### src/rtl/seg_scan_pkg.sv
// Shared types and constants for the seven-segment scan monitor.
// Segment patterns are active-high, in {g,f,e,d,c,b,a} order.
package seg_scan_pkg;

  localparam logic [6:0] SEG_0     = 7'h3F;
  localparam logic [6:0] SEG_1     = 7'h06;
  localparam logic [6:0] SEG_2     = 7'h5B;
  localparam logic [6:0] SEG_3     = 7'h4F;
  localparam logic [6:0] SEG_4     = 7'h66;
  localparam logic [6:0] SEG_5     = 7'h6D;
  localparam logic [6:0] SEG_6     = 7'h7D;
  localparam logic [6:0] SEG_7     = 7'h07;
  localparam logic [6:0] SEG_8     = 7'h7F;
  localparam logic [6:0] SEG_9     = 7'h6F;
  localparam logic [6:0] SEG_A     = 7'h77;
  localparam logic [6:0] SEG_B     = 7'h7C;
  localparam logic [6:0] SEG_C     = 7'h39;
  localparam logic [6:0] SEG_D     = 7'h5E;
  localparam logic [6:0] SEG_E     = 7'h79;
  localparam logic [6:0] SEG_F     = 7'h71;
  localparam logic [6:0] SEG_BLANK = 7'h00;

  typedef enum logic [1:0] {
    S_IDLE,
    S_SETTLE,
    S_HELD
  } state_e;

  typedef struct packed {
    logic [3:0] nibble;
    logic       blank;
    logic       err;
  } slot_t;

  function automatic logic anode_valid(input logic [3:0] an);
    return (an == 4'b1110) || (an == 4'b1101) || (an == 4'b1011) || (an == 4'b0111);
  endfunction

  function automatic logic [1:0] anode_index(input logic [3:0] an);
    logic [1:0] idx;
    case (an)
      4'b1101: idx = 2'd1;
      4'b1011: idx = 2'd2;
      4'b0111: idx = 2'd3;
      default: idx = 2'd0;
    endcase
    return idx;
  endfunction

endpackage

### src/rtl/seg_pattern_decode.sv
// Maps an active-high segment pattern to a hex nibble, a blank flag
// or an error flag for patterns that are neither.
module seg_pattern_decode
  import seg_scan_pkg::*;
(
  input  logic [6:0] pattern,
  output slot_t      slot
);

  always_comb begin
    slot.nibble = 4'h0;
    slot.blank  = 1'b0;
    slot.err    = 1'b0;
    case (pattern)
      SEG_0:     slot.nibble = 4'h0;
      SEG_1:     slot.nibble = 4'h1;
      SEG_2:     slot.nibble = 4'h2;
      SEG_3:     slot.nibble = 4'h3;
      SEG_4:     slot.nibble = 4'h4;
      SEG_5:     slot.nibble = 4'h5;
      SEG_6:     slot.nibble = 4'h6;
      SEG_7:     slot.nibble = 4'h7;
      SEG_8:     slot.nibble = 4'h8;
      SEG_9:     slot.nibble = 4'h9;
      SEG_A:     slot.nibble = 4'hA;
      SEG_B:     slot.nibble = 4'hB;
      SEG_C:     slot.nibble = 4'hC;
      SEG_D:     slot.nibble = 4'hD;
      SEG_E:     slot.nibble = 4'hE;
      SEG_F:     slot.nibble = 4'hF;
      SEG_BLANK: slot.blank  = 1'b1;
      default:   slot.err    = 1'b1;
    endcase
  end

endmodule

### src/rtl/seg_scan_decoder.sv
// Monitors a multiplexed active-low 4-digit seven-segment bus and publishes
// a decoded frame once every digit has been observed stable.
module seg_scan_decoder
  import seg_scan_pkg::*;
#(
  parameter int SETTLE_CYCLES = 16
) (
  input  logic        clk,
  input  logic        reset,
  input  logic [3:0]  an,
  input  logic [6:0]  seg,
  output logic [15:0] digits,
  output logic [3:0]  blank,
  output logic [3:0]  err,
  output logic        frame_valid,
  output logic        digit_strobe
);

  localparam int               CNT_W   = $clog2(SETTLE_CYCLES + 1);
  localparam logic [CNT_W-1:0] CNT_MAX = CNT_W'(SETTLE_CYCLES);
  localparam logic [CNT_W-1:0] CNT_ONE = CNT_W'(1);

  logic [3:0]       an_q;
  logic [6:0]       seg_q;
  logic [10:0]      prev_q;
  state_e           state_q, state_d;
  logic [CNT_W-1:0] cnt_q, cnt_d;
  logic [3:0]       seen_q, seen_d;
  slot_t [3:0]      shadow_q, shadow_d;
  logic [15:0]      digits_q, digits_d;
  logic [3:0]       blank_q, blank_d;
  logic [3:0]       err_q, err_d;
  logic             frame_q, frame_d;
  logic             strobe_q, strobe_d;

  logic [10:0]      cur;
  logic             same;
  logic             cur_valid;
  logic             capture;
  logic [1:0]       cap_idx;
  logic [6:0]       cap_pattern;
  slot_t            cap_slot;

  function automatic logic [CNT_W-1:0] sat_inc(input logic [CNT_W-1:0] v);
    return (v >= CNT_MAX) ? CNT_MAX : v + CNT_ONE;
  endfunction

  assign cur         = {an_q, seg_q};
  assign same        = (cur == prev_q);
  assign cur_valid   = anode_valid(an_q);
  // The settled value lives in prev_q, so a change arriving in the capture
  // cycle itself can never leak into the slot.
  assign capture     = (state_q == S_SETTLE) && (cnt_q >= CNT_MAX);
  assign cap_idx     = anode_index(prev_q[10:7]);
  assign cap_pattern = ~prev_q[6:0];

  seg_pattern_decode u_decode (
    .pattern (cap_pattern),
    .slot    (cap_slot)
  );

  always_ff @(posedge clk) begin
    if (reset) begin
      state_q <= S_IDLE;
      cnt_q   <= '0;
    end else begin
      state_q <= state_d;
      cnt_q   <= cnt_d;
    end
  end

  always_comb begin
    state_d = state_q;
    cnt_d   = cnt_q;
    case (state_q)
      S_IDLE: begin
        if (cur_valid) begin
          state_d = S_SETTLE;
          cnt_d   = CNT_ONE;
        end else begin
          cnt_d   = '0;
        end
      end
      S_SETTLE: begin
        if (same && capture) begin
          state_d = S_HELD;
        end else if (same) begin
          cnt_d   = sat_inc(cnt_q);
        end else if (cur_valid) begin
          cnt_d   = CNT_ONE;
        end else begin
          state_d = S_IDLE;
          cnt_d   = '0;
        end
      end
      S_HELD: begin
        if (!same) begin
          state_d = cur_valid ? S_SETTLE : S_IDLE;
          cnt_d   = cur_valid ? CNT_ONE : '0;
        end
      end
      default: begin
        state_d = S_IDLE;
        cnt_d   = '0;
      end
    endcase
  end

  always_comb begin
    shadow_d = shadow_q;
    seen_d   = seen_q;
    digits_d = digits_q;
    blank_d  = blank_q;
    err_d    = err_q;
    frame_d  = 1'b0;
    strobe_d = capture;
    if (capture) begin
      shadow_d[cap_idx] = cap_slot;
      seen_d            = seen_q | (4'b0001 << cap_idx);
      // Completing slot is taken from shadow_d so the frame includes it.
      if (seen_d == 4'b1111) begin
        for (int i = 0; i < 4; i++) begin
          digits_d[4*i +: 4] = shadow_d[i].nibble;
          blank_d[i]         = shadow_d[i].blank;
          err_d[i]           = shadow_d[i].err;
        end
        seen_d  = '0;
        frame_d = 1'b1;
      end
    end
  end

  always_ff @(posedge clk) begin
    an_q     <= an;
    seg_q    <= seg;
    prev_q   <= cur;
    shadow_q <= shadow_d;
    if (reset) begin
      seen_q   <= '0;
      digits_q <= '0;
      blank_q  <= '0;
      err_q    <= '0;
      frame_q  <= 1'b0;
      strobe_q <= 1'b0;
    end else begin
      seen_q   <= seen_d;
      digits_q <= digits_d;
      blank_q  <= blank_d;
      err_q    <= err_d;
      frame_q  <= frame_d;
      strobe_q <= strobe_d;
    end
  end

  assign digits       = digits_q;
  assign blank        = blank_q;
  assign err          = err_q;
  assign frame_valid  = frame_q;
  assign digit_strobe = strobe_q;

endmodule

### config.mk
export PLATFORM = sky130hd
export DESIGN_NAME = seg_scan_decoder
export DESIGN_NICKNAME = d
export VERILOG_FILES = /design/src/rtl/seg_scan_pkg.sv /design/src/rtl/seg_pattern_decode.sv /design/src/rtl/seg_scan_decoder.sv
export SDC_FILE = /design/constraint.sdc
export NUM_CORES = 1
export LEC_CHECK = 0
export CAP_MARGIN = 20
export CORE_UTILIZATION = 38
export DETAILED_ROUTE_END_ITERATION = 8
export DONT_BUFFER_PORTS = 1
export PLACE_DENSITY_LB_ADDON = 0.08
export SLEW_MARGIN = 20
export SYNTH_ARGS = -nofsm -noshare
export SYNTH_HDL_FRONTEND = slang
export SYNTH_SLANG_ARGS = --single-unit
export TNS_END_PERCENT = 5
### constraint.sdc
create_clock -name clk -period 2.7 [get_ports clk]
set_input_delay 0.405 -clock clk [delete_from_list [all_inputs] [get_ports clk]]
set_output_delay 0.405 -clock clk [all_outputs]
set_load 0.02 [all_outputs]
# Yosys cells after proc, flatten, opt, wreduce, memory -nomap -nowiden
# Cells that the tools add are included.
[word_totals]
reg_bits = 83
in_bits = 13
out_inout_bits = 26
word_cells = 98
[classes]
add_sub_neg = 1
n_lt_le_gt_ge = 3
n_eq_ne = 32
shift = 1
muxes = 22
bitwise = 3
n_reduce_logical = 13
[ops]
columns = ["operator", "n"]
rows = [
  ["$eq A7 B7 Y1 const B", 12],
  ["$pmux W4 S15", 1],
  ["$bwmux W24", 1],
  ["$eq A4 B4 Y1 const B", 6],
  ["$mux W5", 4],
  ["$reduce_or A17 Y1", 1],
  ["$pmux W5 S3", 1],
  ["$eq A7 B3 Y1 const B", 2],
  ["$eq A7 B6 Y1 const B", 2],
  ["$demux W6 S2", 1],
  ["$pmux W2 S3", 2],
  ["$eq A11 B11 Y1", 1],
  ["$mux W2", 5],
  ["$eq A4 B3 Y1 const B", 2],
  ["$logic_not A7 Y1", 1],
  ["$not A7 Y7", 1],
  ["$mux W6", 1],
  ["$ne A2 B2 Y1 const B", 3],
  ["$ne A3 B2 Y1 const B", 2],
  ["$add A5 B1 Y5 const B", 1],
  ["$ge A5 B5 Y1 const B", 1],
  ["$mux W1", 5],
  ["$mux W4", 1],
  ["$or A4 B4 Y4", 1],
  ["12 further kinds", 17],
]

# Logic depth before layout (Yosys ltp)
[depth]
word_depth = 8
mapped_depth = 8
depth_no_buf = 5

# Cells and area by module
# From an unflattened synthesis, not the netlist that was laid out.
[hier_totals]
hier_cells = 352
area_unflattened_um2 = 3674.8
[modules_own_cells]
columns = ["module", "instances", "cells_per_inst", "area_per_inst_um2", "seq_area_each_um2"]
rows = [
  ["seg_scan_decoder", 1, 297, 3296.9, 1901.8],
  ["seg_pattern_decode", 1, 55, 377.9, 0.0],
]

# Worst setup path after synthesis
# OpenSTA, ideal clock, no wires.
[synth_path]
path_kind = "register -> register"
from = "register cnt_q[4]"
to = "register digits_q[12], in the netlist digits[12]"
setup_ns = 0.114
arrival_time_ns = 2.030
required_ns = 2.586
setup_slack_ns = 0.556
stages_incl_launch_ff = 8
n_path_buf = 2
cell_sequence = "dfxtp_1 -> and3b_1 -> buf_2 -> o211ai_1 -> a221o_2 -> buf_6 -> and3_1 -> a21o_1"
[synth_via]
elab_chain_cells = 3
[synth_lines]
columns = ["item", "line", "source"]
rows = [
  ["start: declaration", "seg_scan_decoder.sv:27", "logic [CNT_W-1:0] cnt_q, cnt_d;"],
  ["start signal: assignment", "seg_scan_decoder.sv:68", "cnt_q <= cnt_d;"],
  ["$ge A5 B5 Y1", "seg_scan_decoder.sv:53", "assign capture = (state_q == S_SETTLE) && (cnt_q >= CNT_MAX);"],
  ["$logic_and A1 B1 Y1", "seg_scan_decoder.sv:53", ""],
  ["net capture", "seg_scan_decoder.sv:39", "logic capture;"],
  ["$reduce_and A2 Y1 (no source line)", "--", ""],
  ["end signal: assignment", "seg_scan_decoder.sv:147", "digits_q <= digits_d;"],
  ["end: declaration", "seg_scan_decoder.sv:30", "logic [15:0] digits_q, digits_d;"],
]
# The timed path passes the listed nets, and every way through them passes these cells.
# A chain may end at the register's enable or synchronous reset.

# Worst setup path after layout
[layout_path]
from = "register prev_q[3]"
to = "register shadow_q[6] (netlist name) (data pin)"
[layout_via]
elab_chain_cells = 5
[layout_lines]
columns = ["item", "line", "source"]
rows = [
  ["start: declaration", "seg_scan_decoder.sv:25", "logic [10:0] prev_q;"],
  ["start signal: assignment", "seg_scan_decoder.sv:136", "prev_q <= cur;"],
  ["$not A7 Y7 *", "seg_scan_decoder.sv:55", "assign cap_pattern = ~prev_q[6:0];"],
  ["$eq A7 B6 Y1 (tied with other cells)", "seg_pattern_decode.sv:14", "case (pattern)"],
  ["$reduce_or A17 Y1 (no source line) *", "--", ""],
  ["$mux W1 *", "seg_pattern_decode.sv:14", ""],
  ["$bwmux W24 *", "seg_scan_decoder.sv:118", "shadow_d[cap_idx] = cap_slot;"],
  ["end signal: assignment", "seg_scan_decoder.sv:137", "shadow_q <= shadow_d;"],
  ["end: declaration", "seg_scan_decoder.sv:29", "slot_t [3:0] shadow_q, shadow_d;"],
]
# Mark *: on every way between the ends. The rest lies on a longest branch, timed or not.

==> flow_summary.json <==
{
  "synth_area_per_cell_sq_um": 10.62,
  "min_period_over_period": 0.8491,
  "rsz0062_at_grt": "no",
  "hold_class": "in -> reg",
  "postRouteAntennaNets": 0,
  "ioPinCount": 39,
  "max_freq_mhz": 436.2,
  "clock-sinks": 83,
  "first_pass_iters": 8,
  "violations": "design-rule violations",
  "synth_top_area_cell": "dfxtp_1",
  "cts_tree": "yes",
  "gp_congestion": 0.8150,
  "min-delay-start": "seg[3]",
  "p_per_area_nw_per_um2": 636.2,
  "layout.nets": 346,
  "postPlaceCellArea_sq_um": 3627,
  "min_period_ns": 2.293,
  "clk_path_buf_depth": 2,
  "worst_pin_slew_ns": 0.9515,
  "critPathMaxFanout": 18,
  "grt_max_degree": 31,
  "fin_ws_ns": 0.4075,
  "hold_end": "seg_q[3]$_DFF_P_",
  "grt_remaining_overflow": 0,
  "hold_depth": 0,
  "core-area_sq_um": 8848,
  "reg2reg_setup_slack_ns": 0.41,
  "critPathRequiredTime_ns": 2.80,
  "die_w_um": 98.46,
  "status": "finished with violations",
  "fp.dieH_um": 98.46,
  "ys_types": 59,
  "whs_ns": 0.07857,
  "grt.total_usage": 0.1679,
  "fin_skew_ns": 0.008243,
  "rows": 34,
  "drt-total-wl_um": 7582,
  "rr_endpoint": "shadow_q[6]$_DFFE_PN_",
  "synth_edf_count": 24,
  "syn_to_final_growth_pct": 8.988,
  "die_area_sq_um": 9694,
  "synth_area_sq_um": 3536,
  "yosys.area.top_type_share": 0.3340,
  "yosysWarnings": 0,
  "synthTopCellsByArea": "dfxtp_1 (33%), edfxtp_1 (20%), xnor2_1 (3.7%)",
  "critPathKind": "reg -> reg",
  "clkTransAtPathRegs_ns": 0.08,
  "power.leakage_nw": 1.435,
  "hold_viol_final": 0,
  "worstSetupStartpointType": "register",
  "clk_latency_ns": 0.35,
  "cts_resized": 0,
  "async_reset_ff_frac": 0,
  "ys_seq_area_frac": 0.5379,
  "grt_pass1_wl_um": 12480,
  "antenna_found_initial": 0,
  "peakVddDrop_v": 0.0003740,
  "pre_cts_ws_ns": 0.4578,
  "htreeDepth": 3,
  "final_cell_area_sq_um": 3854,
  "cts_made_buffers": 9,
  "wl_per_cell_um": 17.08,
  "syn_nets": 348,
  "setup_viol": 0,
  "cp-end-kind": "register",
  "cap_violations": 0,
  "r2r_cells": 5,
  "start_util": 0.3996,
  "io_buffers": 0,
  "ys_ff_latch": 83,
  "r2r-start": "prev_q[3]$_DFF_P_",
  "drive_gt1_frac": 0.1250,
  "grt_pass1_vias": 2361,
  "finalSetupTns_ns": 0,
  "cts_setup_buffers": 0,
  "postSynthCellCount": 333,
  "drv_slew": 0,
  "vias": 2446,
  "avgViaCountPerCell": 5.509,
  "diodes": 0,
  "cts_hold_buf": 0,
  "relSlewSlack": 0.3633,
  "cts_root_buffer": "clkbuf_8",
  "ys.flop_type": "dfxtp_1",
  "first_iter_violations": 148,
  "route.detailed.drc": 2,
  "cp.arrival_ns": 2.40,
  "hpwl_um": 5286
}
final cells by class:
| class | count | area [sq um] |
|---|---|---|
| Multi-Input combinational cell | 219 | 1493 |
| Fill cell | 882 | 4995 |
| Inverter | 10 | 37.54 |
| Clock inverter | 4 | 71.32 |
| Clock buffer | 12 | 155.1 |
| Timing Repair Buffer | 8 | 60.06 |
| Tap cell | 108 | 135.1 |
| Sequential cell | 83 | 1902 |
worst max-delay path by stage:
| stage | start | to | slack [ns] | cells after the start |
|---|---|---|---|---|
| after detailed placement | prev_q[3]$_DFF_P_ | shadow_q[6]$_DFFE_PN_ | 0.46 | 5 |
| after CTS | prev_q[3]$_DFF_P_ | shadow_q[6]$_DFFE_PN_ | 0.44 | 5 |
| after floorplan | cnt_q[4]$_SDFFE_PP0P_ | digits[12]$_SDFFE_PP0P_ | 0.56 | 7 |
| after global routing | prev_q[3]$_DFF_P_ | shadow_q[4]$_DFFE_PN_ | 0.16 | 5 |
| final | prev_q[3]$_DFF_P_ | shadow_q[6]$_DFFE_PN_ | 0.41 | 5 |
| after global placement | prev_q[2]$_DFF_P_ | digits[9]$_SDFFE_PP0P_ | 0.48 | 5 |
critical path: stages, from the launching register on:
cell	delay, ns
dfxtp_1	0.47
or3b_2	0.50
a2111oi_0	0.43
o2bb2ai_1	0.37
nand4_1	0.20
nand2_1	0.07
sequential cells by signal, indices dropped and copies added (netlist names):
name / count
cnt_q: 5
digits: 16
shadow_q: 24
digit_strobe: 1
an_q: 4
frame_valid: 1
err: 4
prev_q: 11
seg_q: 7
blank: 4
state_q: 2
seen_q: 4
routing by layer:
metal / GRT usage / routed length, um / vias up
li1: - / - / 1226
met1: 0.2281 / 3593 / 1155
met2: 0.2600 / 3485 / 56
met3: 0.04113 / 392 / 9
met4: 0.06200 / 111 / 0
met5: 0 / 0 / -
cell usage in the layout, fill, tap and decap left out, drive strengths merged, types with 5 or more instances in the layout:
cell,synthesis,layout
a21o,5,5
a21oi,14,14
a22o,12,12
a31oi,8,8
and3,7,7
buf,15,8
clkbuf,6,12
dfxtp,59,59
edfxtp,24,24
inv,10,11
mux2,9,9
nand2,22,22
nand2b,5,5
nand3,7,7
nand4,8,8
nor2,23,23
nor2b,5,5
nor3,6,6
nor3b,7,7
o21ai,11,11
xnor2,15,15
report_power, final:
part           leakage (nW)  switching [W]  internal (W)
registers             0.700      0.0000331       0.00130
clock network         0.117       0.000430      0.000571
logic                 0.618      0.0000675     0.0000543
through the flow:
| step | total power (W) | util | std cells |
|---|---|---|---|
| 4_1_cts | 0.002486 | 0.4355 | 444 |
| 6_report | 0.002452 | 0.4355 | 444 |
| 3_5_place_dp | 0.001481 | 0.4099 | 428 |
| 3_3_place_gp | 0.001480 | 0.4099 | 428 |
| 2_1_floorplan | 0.001450 | - | 333 |
| 5_1_grt | 0.002553 | 0.4355 | 444 |
synthesized netlist by cell type, types with 6 or more instances:
cell / count
a21oi_1: 14
a22o_1: 12
a31oi_1: 8
and3_1: 7
buf_2: 11
clkbuf_1: 6
dfxtp_1: 59
edfxtp_1: 24
inv_1: 10
mux2_2: 9
nand2_1: 22
nand3_1: 7
nand4_1: 8
nor2_1: 22
nor3_1: 6
nor3b_1: 7
o21ai_0: 11
xnor2_1: 15
cell families (layout without fill, tap and decap cells):
logic type,count (synthesis),in the layout,share of synthesized area
and+or+nand+nor,112,112,0.1762
AOI/OAI and AO/OA,78,78,0.1649
buffers and inverters,31,34,0.03999
adders and majority gates,3,3,0.009907
xor gates and xnor gates,16,16,0.03963
muxes,10,10,0.03149
DFF,83,83,0.5379
Note: power is estimated with default switching activity, not from simulation.
